File: src/rtl/mux_pkg.sv
// Shared constants and helpers for the round-robin arbitrating mux.
// Mode encodings are used by both the arbiter and the top-level register stage.
package mux_pkg;

    localparam logic MODE_RR    = 1'b0;
    localparam logic MODE_FIXED = 1'b1;

    // Next pointer value after a grant, wrapping at the channel count.
    function automatic int wrap_inc(input int idx, input int n);
        return (idx + 1 >= n) ? 0 : idx + 1;
    endfunction

endpackage

File: src/rtl/rr_arbiter.sv
// Combinational grant logic: round-robin search from a pointer, or fixed
// priority with the lowest index winning. Produces a one-hot grant plus index.
module rr_arbiter
    import mux_pkg::*;
#(
    parameter int NUM_CH = 4,
    parameter int IDX_W  = $clog2(NUM_CH)
) (
    input  logic [NUM_CH-1:0] valid_in,
    input  logic [IDX_W-1:0]  ptr_in,
    input  logic              mode_in,
    output logic [NUM_CH-1:0] grant_out,
    output logic [IDX_W-1:0]  grant_idx_out,
    output logic              grant_vld_out
);

    int   base;
    int   cand;
    logic found;

    // Walk the channels starting at the base; the first requester wins.
    always_comb begin
        grant_out     = '0;
        grant_idx_out = '0;
        found         = 1'b0;
        cand          = 0;
        base          = (mode_in == MODE_FIXED) ? 0 : int'(ptr_in);
        for (int k = 0; k < NUM_CH; k++) begin
            cand = base + k;
            if (cand >= NUM_CH) begin
                cand = cand - NUM_CH;
            end
            if (!found && valid_in[cand]) begin
                found            = 1'b1;
                grant_out[cand]  = 1'b1;
                grant_idx_out    = IDX_W'(cand);
            end
        end
        grant_vld_out = found;
    end

endmodule

File: src/rtl/rr_arb_mux.sv
// N-to-1 arbitrating mux with a single registered output stage, valid/ready
// handshakes on both sides, and a count of completed output transfers.
module rr_arb_mux
    import mux_pkg::*;
#(
    parameter int WIDTH  = 8,
    parameter int NUM_CH = 4,
    parameter int CNT_W  = 16
) (
    input  logic                       clk_in,
    input  logic                       rst_in,
    input  logic                       mode_in,
    input  logic [NUM_CH-1:0]          valid_in,
    input  logic [NUM_CH*WIDTH-1:0]    data_in,
    output logic [NUM_CH-1:0]          ready_out,
    output logic                       valid_out,
    output logic [WIDTH-1:0]           data_out,
    output logic [$clog2(NUM_CH)-1:0]  ch_out,
    input  logic                       ready_in,
    output logic [CNT_W-1:0]           xfer_cnt_out
);

    localparam int IDX_W = $clog2(NUM_CH);

    generate
        if (NUM_CH < 2) begin : g_bad_num_ch
            $error("rr_arb_mux: NUM_CH must be at least 2");
        end
    endgenerate

    logic              valid_q, valid_d;
    logic [WIDTH-1:0]  data_q,  data_d;
    logic [IDX_W-1:0]  ch_q,    ch_d;
    logic [IDX_W-1:0]  ptr_q,   ptr_d;
    logic [CNT_W-1:0]  cnt_q,   cnt_d;

    logic [NUM_CH-1:0] grant;
    logic [IDX_W-1:0]  grant_idx;
    logic              grant_vld;
    logic              load;
    logic [WIDTH-1:0]  sel_data;

    rr_arbiter #(
        .NUM_CH (NUM_CH),
        .IDX_W  (IDX_W)
    ) u_arbiter (
        .valid_in      (valid_in),
        .ptr_in        (ptr_q),
        .mode_in       (mode_in),
        .grant_out     (grant),
        .grant_idx_out (grant_idx),
        .grant_vld_out (grant_vld)
    );

    // The register may accept new data when empty or being drained this cycle.
    always_comb begin
        load      = !valid_q || ready_in;
        ready_out = (load && !rst_in) ? grant : '0;
        sel_data  = '0;
        for (int i = 0; i < NUM_CH; i++) begin
            if (grant[i]) begin
                sel_data = data_in[i*WIDTH +: WIDTH];
            end
        end
    end

    always_comb begin
        valid_d = valid_q;
        data_d  = data_q;
        ch_d    = ch_q;
        ptr_d   = ptr_q;
        cnt_d   = cnt_q;
        if (valid_q && ready_in) begin
            cnt_d = cnt_q + CNT_W'(1);
        end
        if (load) begin
            valid_d = grant_vld;
            if (grant_vld) begin
                data_d = sel_data;
                ch_d   = grant_idx;
                ptr_d  = IDX_W'(wrap_inc(int'(grant_idx), NUM_CH));
            end
        end
    end

    always_ff @(posedge clk_in or posedge rst_in) begin
        if (rst_in) begin
            valid_q <= 1'b0;
            data_q  <= '0;
            ch_q    <= '0;
            ptr_q   <= '0;
            cnt_q   <= '0;
        end else begin
            valid_q <= valid_d;
            data_q  <= data_d;
            ch_q    <= ch_d;
            ptr_q   <= ptr_d;
            cnt_q   <= cnt_d;
        end
    end

    assign valid_out    = valid_q;
    assign data_out     = data_q;
    assign ch_out       = ch_q;
    assign xfer_cnt_out = cnt_q;

endmodule

File: config.mk
export PLATFORM = sky130hd
export DESIGN_NAME = rr_arb_mux
export DESIGN_NICKNAME = d
export VERILOG_FILES = /design/src/rtl/mux_pkg.sv /design/src/rtl/rr_arbiter.sv /design/src/rtl/rr_arb_mux.sv
export SDC_FILE = /design/constraint.sdc
export NUM_CORES = 1
export LEC_CHECK = 0
export BUFFER_PORTS_ARGS = -buffer_cell sky130_fd_sc_hd__buf_2
export CAP_MARGIN = 40
export CORE_UTILIZATION = 47
export CTS_BUF_LIST = sky130_fd_sc_hd__clkbuf_8
export DETAILED_ROUTE_END_ITERATION = 7
export PLACE_DENSITY = 0.76
export SLEW_MARGIN = 0
export SYNTH_ARGS = -nofsm -noshare
export SYNTH_HDL_FRONTEND = slang
export SYNTH_HIERARCHICAL = 1
export SYNTH_SLANG_ARGS = --single-unit
File: constraint.sdc
create_clock -name clk_in -period 3.5 [get_ports clk_in]
set_input_delay 0.7 -clock clk_in [delete_from_list [all_inputs] [get_ports clk_in]]
set_output_delay 0.7 -clock clk_in [all_outputs]
set_load 0.01 [all_outputs]
==> metrics.txt, run 1 <==
Slew HR 73.3%; f_max 301 MHz; FF-to-FF path depth 9; final net count 334; Setup Fix Bufs, Post-CTS 0; CTS Buffer Depth 2; origin of the worst min-delay path xfer_cnt_out[15]; outcome complete, no violations; routing usage on met1 28.2%; CTS buffer count 5; Worst Setup SP mode_in; number of vias per cell 5.36; CP Class primary input to output pin; crit start category primary input; diodes inserted 0; Cell variety after synth 57; CTS tree built; antenna violations before repair 0; final worst slack 0.178 ns; Residual DRC 0; DR vias 1,834; final hold viol count 0; VDD IR max 0.476 mV; share of cells above drive strength 1 36.6%; worst hold-check path type register to register; dpl cells 335; Hold Buf Count CTS 0; DP HPWL 3620 um; Die Span X 67.5 um; Die ar. 4560 um2; routed len/inst 14.5 um; IO Port Bufs 70; leakage power 1.25 nW; post-synth top area cell dfrtp_1; number of global-route vias before repair 1,633; Period minus WS final 3.32 ns; setup-violating endpoint count in the final report 0; post-synthesis sequential area ratio 36.0%; number of I/O pins 71; top post-synthesis cells by count nand2_1, dfrtp_1, a21oi_1, o21ai_0, xnor2_1; GR Layer Usage met2 35.9%; Post-Syn Area 2020 um2; clk_lat worst skew 0.27 ns; Routed Antenna Nets 0; Top Usage Layer GRT met2; Initial DRT Pass Iterations 4; crit-path max FO 12; Layout Skew 0.00421 ns; Cells after Synth 225; CTS Root Cell clkbuf_8; synth warn 6; drt initial violations 79; Hold Worst Slack 0.472 ns; Critical Path RT 2.80 ns; CP max stage cell a221oi_2; largest net degree at the start of global routing 30; Max Cap Violations 0; count leader, synth nand2_1; final WL 4940 um; Area Overhead vs Synth 23.3%; # rows 23; Initial Utilization 49.7%; GRT Residual Overflow 0; flops & latches, synth 29; dpl ws 0.121 ns; share of the synthesized area in the top cell type 36.0%; fin crit share 94.9%; GR Util All Layers 21.8%; hold depth 1; synthesized area per cell 8.96 um2; fin cells 342; crit path DAT 2.62 ns; Post-synth ARST share 100%; global-route wire length before repair 7450 um; Worst Tran Pin Value 0.400 ns; height of the die 67.5 um; H-tree depth 2; pwr/cell area 705 nW/um2; reg-to-reg startpoint ptr_q[0]; syn_nets 267; gpl congestion 0.844; fin. max-slew vios 0; Post-synth EDFFs 0; top_reg_cell synth dfrtp_1; Synth area leaders dfrtp_1, nand2_1, xnor2_1, a21oi_1, o21ai_0; clock sink count 29; clock-pin transition on the worst setup and hold timing paths 0.06 ns; core area 4060 um2; met3 Usage GRT 5.57%; max incr delay on CP 0.38 ns; Setup crit end kind output pin; crit path cell chain clkbuf_4 -> nand2b_2 -> a221oi_2 -> o21ai_2 -> or2_0 -> a222oi_1 -> and3_1 -> buf_2
[where the power goes]
part	internal [W]	total (W)	switching, W	leakage, nW
Combinational	0.000399	0.000918	0.000519	0.834
Sequential	0.000444	0.000570	0.000126	0.370
Clock	0.000152	0.000264	0.000112	0.0485
Total	0.000995	0.00175	0.000758	1.25
[cells by family after synthesis]
family,synth area share [%]
xor gates and xnor gates,7.38
AOI/OAI and AO/OA,22.6
and+or+nand+nor,21.2
buffers and inverters,7.20
DFF,36.0
adders and majority gates,1.24
muxes,4.47
[sequential cells by signal (all words and copies together) (netlist names)]
signal	count
ptr_q	2
xfer_cnt_out	16
ch_out	2
valid_out	1
data_out	8
[area by class of cell]
class / instances / area, um2
well taps: 50 / 62.6
flip-flops and latches: 29 / 729
clock buffers: 6 / 82.6
multi-input cells: 169 / 1170
repair buffers: 76 / 398
inverters: 11 / 41.3
fillers: 369 / 1570
clock inverters: 1 / 3.75
[metal layers]
| metal | vias up | wire length (um) | share of wire (%) |
|---|---|---|---|
| met5 | - | 0 | 0 |
| met4 | 0 | 43 | 0.87 |
| met3 | 7 | 329 | 6.7 |
| met2 | 62 | 2380 | 48 |
| met1 | 834 | 2190 | 44 |
| li1 | 931 | - | - |
[through the flow]
stage	total power [W]	area [um2]	TNS [ns]	util (%)
5_1_grt	0.00190	2490	-0.0215	61.3
6_report	0.00175	2490	0	61.3
3_5_place_dp	0.00147	2380	0	58.6
3_3_place_gp	0.00145	2380	0	58.6
2_1_floorplan	0.00123	2020	0	-
4_1_cts	0.00174	2460	0	60.7
[final timing paths]
kind / to / slack [ns]
setup / recovery: ready_out[3] / 0.18
hold / removal: xfer_cnt_out[15] / 0.47
setup reg to reg: data_out[2] / 0.74
hold reg to reg: xfer_cnt_out[15] / 0.47
max in group asynchronous: ptr_q[0] / 2.63
min in group asynchronous: xfer_cnt_out[11] / 0.57
[worst max-delay path, delay by kind of cell]
kind	cells	cell delay, ns
buffers and inverters	2	0.31
AND/OR/NAND/NOR	3	0.71
AO/OA/AOI/OAI	3	0.90
[layout by cell type (no fill, tap or decap), types with 2 or more instances in the layout]
master,synthesis,final
ha_1,2,2
nand4_1,3,3
xor2_1,5,5
inv_1,11,12
buf_2,5,69
nor3_2,1,2
o21ai_2,1,2
nand2_1,30,30
nor3_1,3,2
a22oi_1,8,8
clkbuf_8,0,6
xnor2_1,12,12
and2_1,2,2
nor2_1,7,7
and3b_1,2,2
a21oi_1,20,20
and3_1,7,7
nand2b_1,4,3
nand3_1,2,2
buf_4,1,6
mux2_2,4,4
mux2i_1,3,3
dfrtp_1,29,28
o21ai_0,20,20
[what timing repair did]
action,CTS,global route
gates resized for setup,1,6
pin swaps,0,2
endpoints found under the setup margin,1,1
Power figures use the tool's default switching activity.
==> run 2, diff against run 1 <==
- ABC_AREA: default -> 1
- CORE_UTILIZATION: 47 -> 48
==> metrics.txt, run 2 <==
outcome complete, no violations (unchanged); Max Cap Violations 0 (unchanged); number of I/O pins 71 (unchanged); fin crit share 93.0% (was 94.9%); clk_lat worst skew 0.29 ns (was 0.27 ns); Setup crit end kind output pin (unchanged); final WL 5200 um (was 4940 um); flops & latches, synth 29 (unchanged); top post-synthesis cells by count nand2_1, nor2_1, inv_1, dfrtp_1, a21oi_1 (was nand2_1, dfrtp_1, a21oi_1, o21ai_0, xnor2_1); IO Port Bufs 70 (unchanged); gpl congestion 0.856 (was 0.844); Die Span X 69.1 um (was 67.5 um); Cells after Synth 312 (was 225); leakage power 1.49 nW (was 1.25 nW); max reg flops 16 (unchanged); Post-Syn Area 2160 um2 (was 2020 um2); Setup Fix Bufs, Post-CTS 0 (unchanged); drt initial violations 106 (was 79); proportion of synthesized area in mux cells 0% (was 4.47%); # rows 24 (was 23); setup-violating endpoint count in the final report 0 (unchanged); commonest non-fill, non-tap cell in the layout nand2_1 (was buf_2); clock sink count 29 (unchanged); syn_nets 354 (was 267); post-synthesis xor/xnor area fraction 4.87% (was 7.38%); CP Class primary input to output pin (unchanged); adder-cell share of the synthesized area 1.16% (was 1.24%); crit-path max FO 13 (was 12); area of the multi-input gates 1240 um2 (was 1170 um2); share of the synthesized area in the top cell type 33.6% (was 36.0%); antenna violations before repair 0 (unchanged); Crit path top cell by count nand2_2; core area 4320 um2 (was 4060 um2); worst hold-check path type register to register (unchanged); share of cells above drive strength 1 28.9% (was 36.6%); max incr delay on CP 0.26 ns (was 0.38 ns); Area Overhead vs Synth 22.5% (was 23.3%); crit start category primary input (unchanged); unrepaired setup endpoints after global routing no; Cell variety after synth 30 (was 57); Initial DRT Pass Iterations 4 (unchanged); f_max 307 MHz (was 301 MHz); Critical Path RT 2.80 ns (about the same); crit path DAT 2.56 ns (was 2.62 ns); CTS buffer count 5 (unchanged); post-synthesis sequential area ratio 33.6% (was 36.0%); Hold Worst Slack 0.486 ns (was 0.472 ns); DP HPWL 4050 um (was 3620 um); crit path cell chain buf_2 -> inv_2 -> nand2_2 -> nand2_2 -> nand2_2 -> nand2_2 -> nand2_4 -> nor2_8 -> nand4_1 -> nand2_1 -> clkinv_1 -> nor2_1 -> buf_2 (was clkbuf_4 -> nand2b_2 -> a221oi_2 -> o21ai_2 -> or2_0 -> a222oi_1 -> and3_1 -> buf_2); final net count 429 (was 334); global-route wire length before repair 9140 um (was 7450 um); most frequent cells in the layout nand2_1, buf_2, nor2_1 (was buf_2, nand2_1, dfrtp_1); DR vias 2,218 (was 1,834); top_reg_cell synth dfrtp_1 (unchanged); diodes inserted 0 (unchanged); post-synth top area cell dfrtp_1 (unchanged); largest net degree at the start of global routing 30 (unchanged); post-CTS sizing 0 (was 1); GR Util All Layers 23.4% (was 21.8%); simple-gate share of the synthesized area 41.5% (was 21.2%); CTS Root Cell clkbuf_8 (unchanged); Initial Utilization 49.9% (was 49.7%); fin. max-slew vios 0 (unchanged); Post-synth ARST share 100% (unchanged); fin util 61.2% (was 61.3%); CP max stage cell nand2_1 (was a221oi_2); largest family of logic cells by synthesized area simple AND/OR/NAND/NOR gates (was compound AO/OA/AOI/OAI gates); Filler cells 410 (was 369); Synth area leaders dfrtp_1, nand2_1, nor2_1, a21oi_1, nand3_1 (was dfrtp_1, nand2_1, xnor2_1, a21oi_1, o21ai_0); Slew HR 70.3% (was 73.3%); Post-synth EDFFs 0 (unchanged); CTS Buffer Depth 2 (unchanged); compound-cell area share of the yosys netlist 10.1% (was 22.6%); Hold Buf Count CTS 0 (unchanged); GRT Residual Overflow 0 (unchanged); synth warn 6 (unchanged); Layout Skew 0.00497 ns (was 0.00421 ns); pwr/cell area 700 nW/um2 (was 705 nW/um2); count leader, synth nand2_1 (unchanged); Routed Antenna Nets 0 (unchanged); setup tns final 0 ns (unchanged); routed len/inst 11.8 um (was 14.5 um); clock-pin transition on the worst setup and hold timing paths 0.06 ns (about the same); VDD IR max 0.343 mV (was 0.476 mV); Worst Tran Pin Value 0.446 ns (was 0.400 ns); H-tree depth 2 (unchanged); CTS tree built (unchanged); Residual DRC 0 (unchanged); Reg area 726 um2 (was 729 um2); height of the die 69.1 um (was 67.5 um); Period minus WS final 3.26 ns (was 3.32 ns); final hold viol count 0 (unchanged); synthesized area per cell 6.92 um2 (was 8.96 um2); Die ar. 4770 um2 (was 4560 um2); number of vias per cell 5.04 (was 5.36); number of global-route vias before repair 2,125 (was 1,633)
-- run 2: cell types whose count changed after synthesis, moves of 6 or more --
cell	before	now
nand3_1	2	23
nand2_1	30	93
o211ai_1	1	8
xnor2_1	12	4
and3_1	7	0
inv_1	11	30
o21ai_0	20	2
clkbuf_1	6	0
nand2_2	1	9
nor2_1	7	36
a22oi_1	8	0
-- run 2: final cells by class --
cell class	count	area share [%]
clock inverters	3	0.662
well taps	52	2.46
repair buffers	76	14.9
multi-input cells	241	47.1
clock buffers	5	2.60
flip-flops and latches	29	27.4
inverters	34	4.82
-- run 2: critical path: cells and delay by family --
kind / cells / cell delay [ns]
buffers and inverters: 4 / 0.56
and+or+nand+nor: 9 / 1.29
-- run 2: routing by layer --
layer  vias up  global-route usage (%)  wire length, um
met5         -                       0                0
met4         0                    9.30               59
met1       990                    30.6             2490
met3         6                    5.56              311
met2        65                    37.2             2340
li1       1157                       -                -
-- run 2: per-stage QoR --
step | setup WS [ns] | power, W | std cells | cell area [um2]
3_3_place_gp | 0.329 | 0.00157 | 432 | 2560
3_5_place_dp | 0.263 | 0.00159 | 432 | 2560
6_report | 0.244 | 0.00185 | 440 | 2650
5_1_grt | 0.00731 | 0.00203 | 440 | 2650
2_1_floorplan | 0.704 | 0.00131 | 312 | 2160
4_1_cts | 0.262 | 0.00187 | 440 | 2650
-- run 2: cell families (layout without fill, tap and decap cells) --
| kind of cell | count (synthesis) | count (layout) |
|---|---|---|
| and+or+nand+nor | 189 | 189 |
| buffers and inverters | 42 | 118 |
| AOI/OAI and AO/OA | 38 | 38 |
| DFF | 29 | 29 |
| xor gates and xnor gates | 12 | 12 |
| adders and majority gates | 2 | 2 |
-- run 2: worst paths after layout --
path	startpoint	end	slack, ns	depth (start not counted)
max	mode_in	ready_out[2]	0.24	13
min	ch_out[1]	ch_out[1]	0.49	2
max reg2reg	ptr_q[0]	data_out[5]	0.91	12
min reg2reg	ch_out[1]	ch_out[1]	0.49	2
max in group asynchronous	rst_in	data_out[1]	2.72	3
min in group asynchronous	rst_in	data_out[3]	0.52	3
-- run 2: power breakdown --
group | switching (W) | total [W] | internal [W]
combinational | 0.000634 | 0.00103 | 0.000394
sequential | 0.000110 | 0.000555 | 0.000445
clock | 0.000133 | 0.000270 | 0.000137
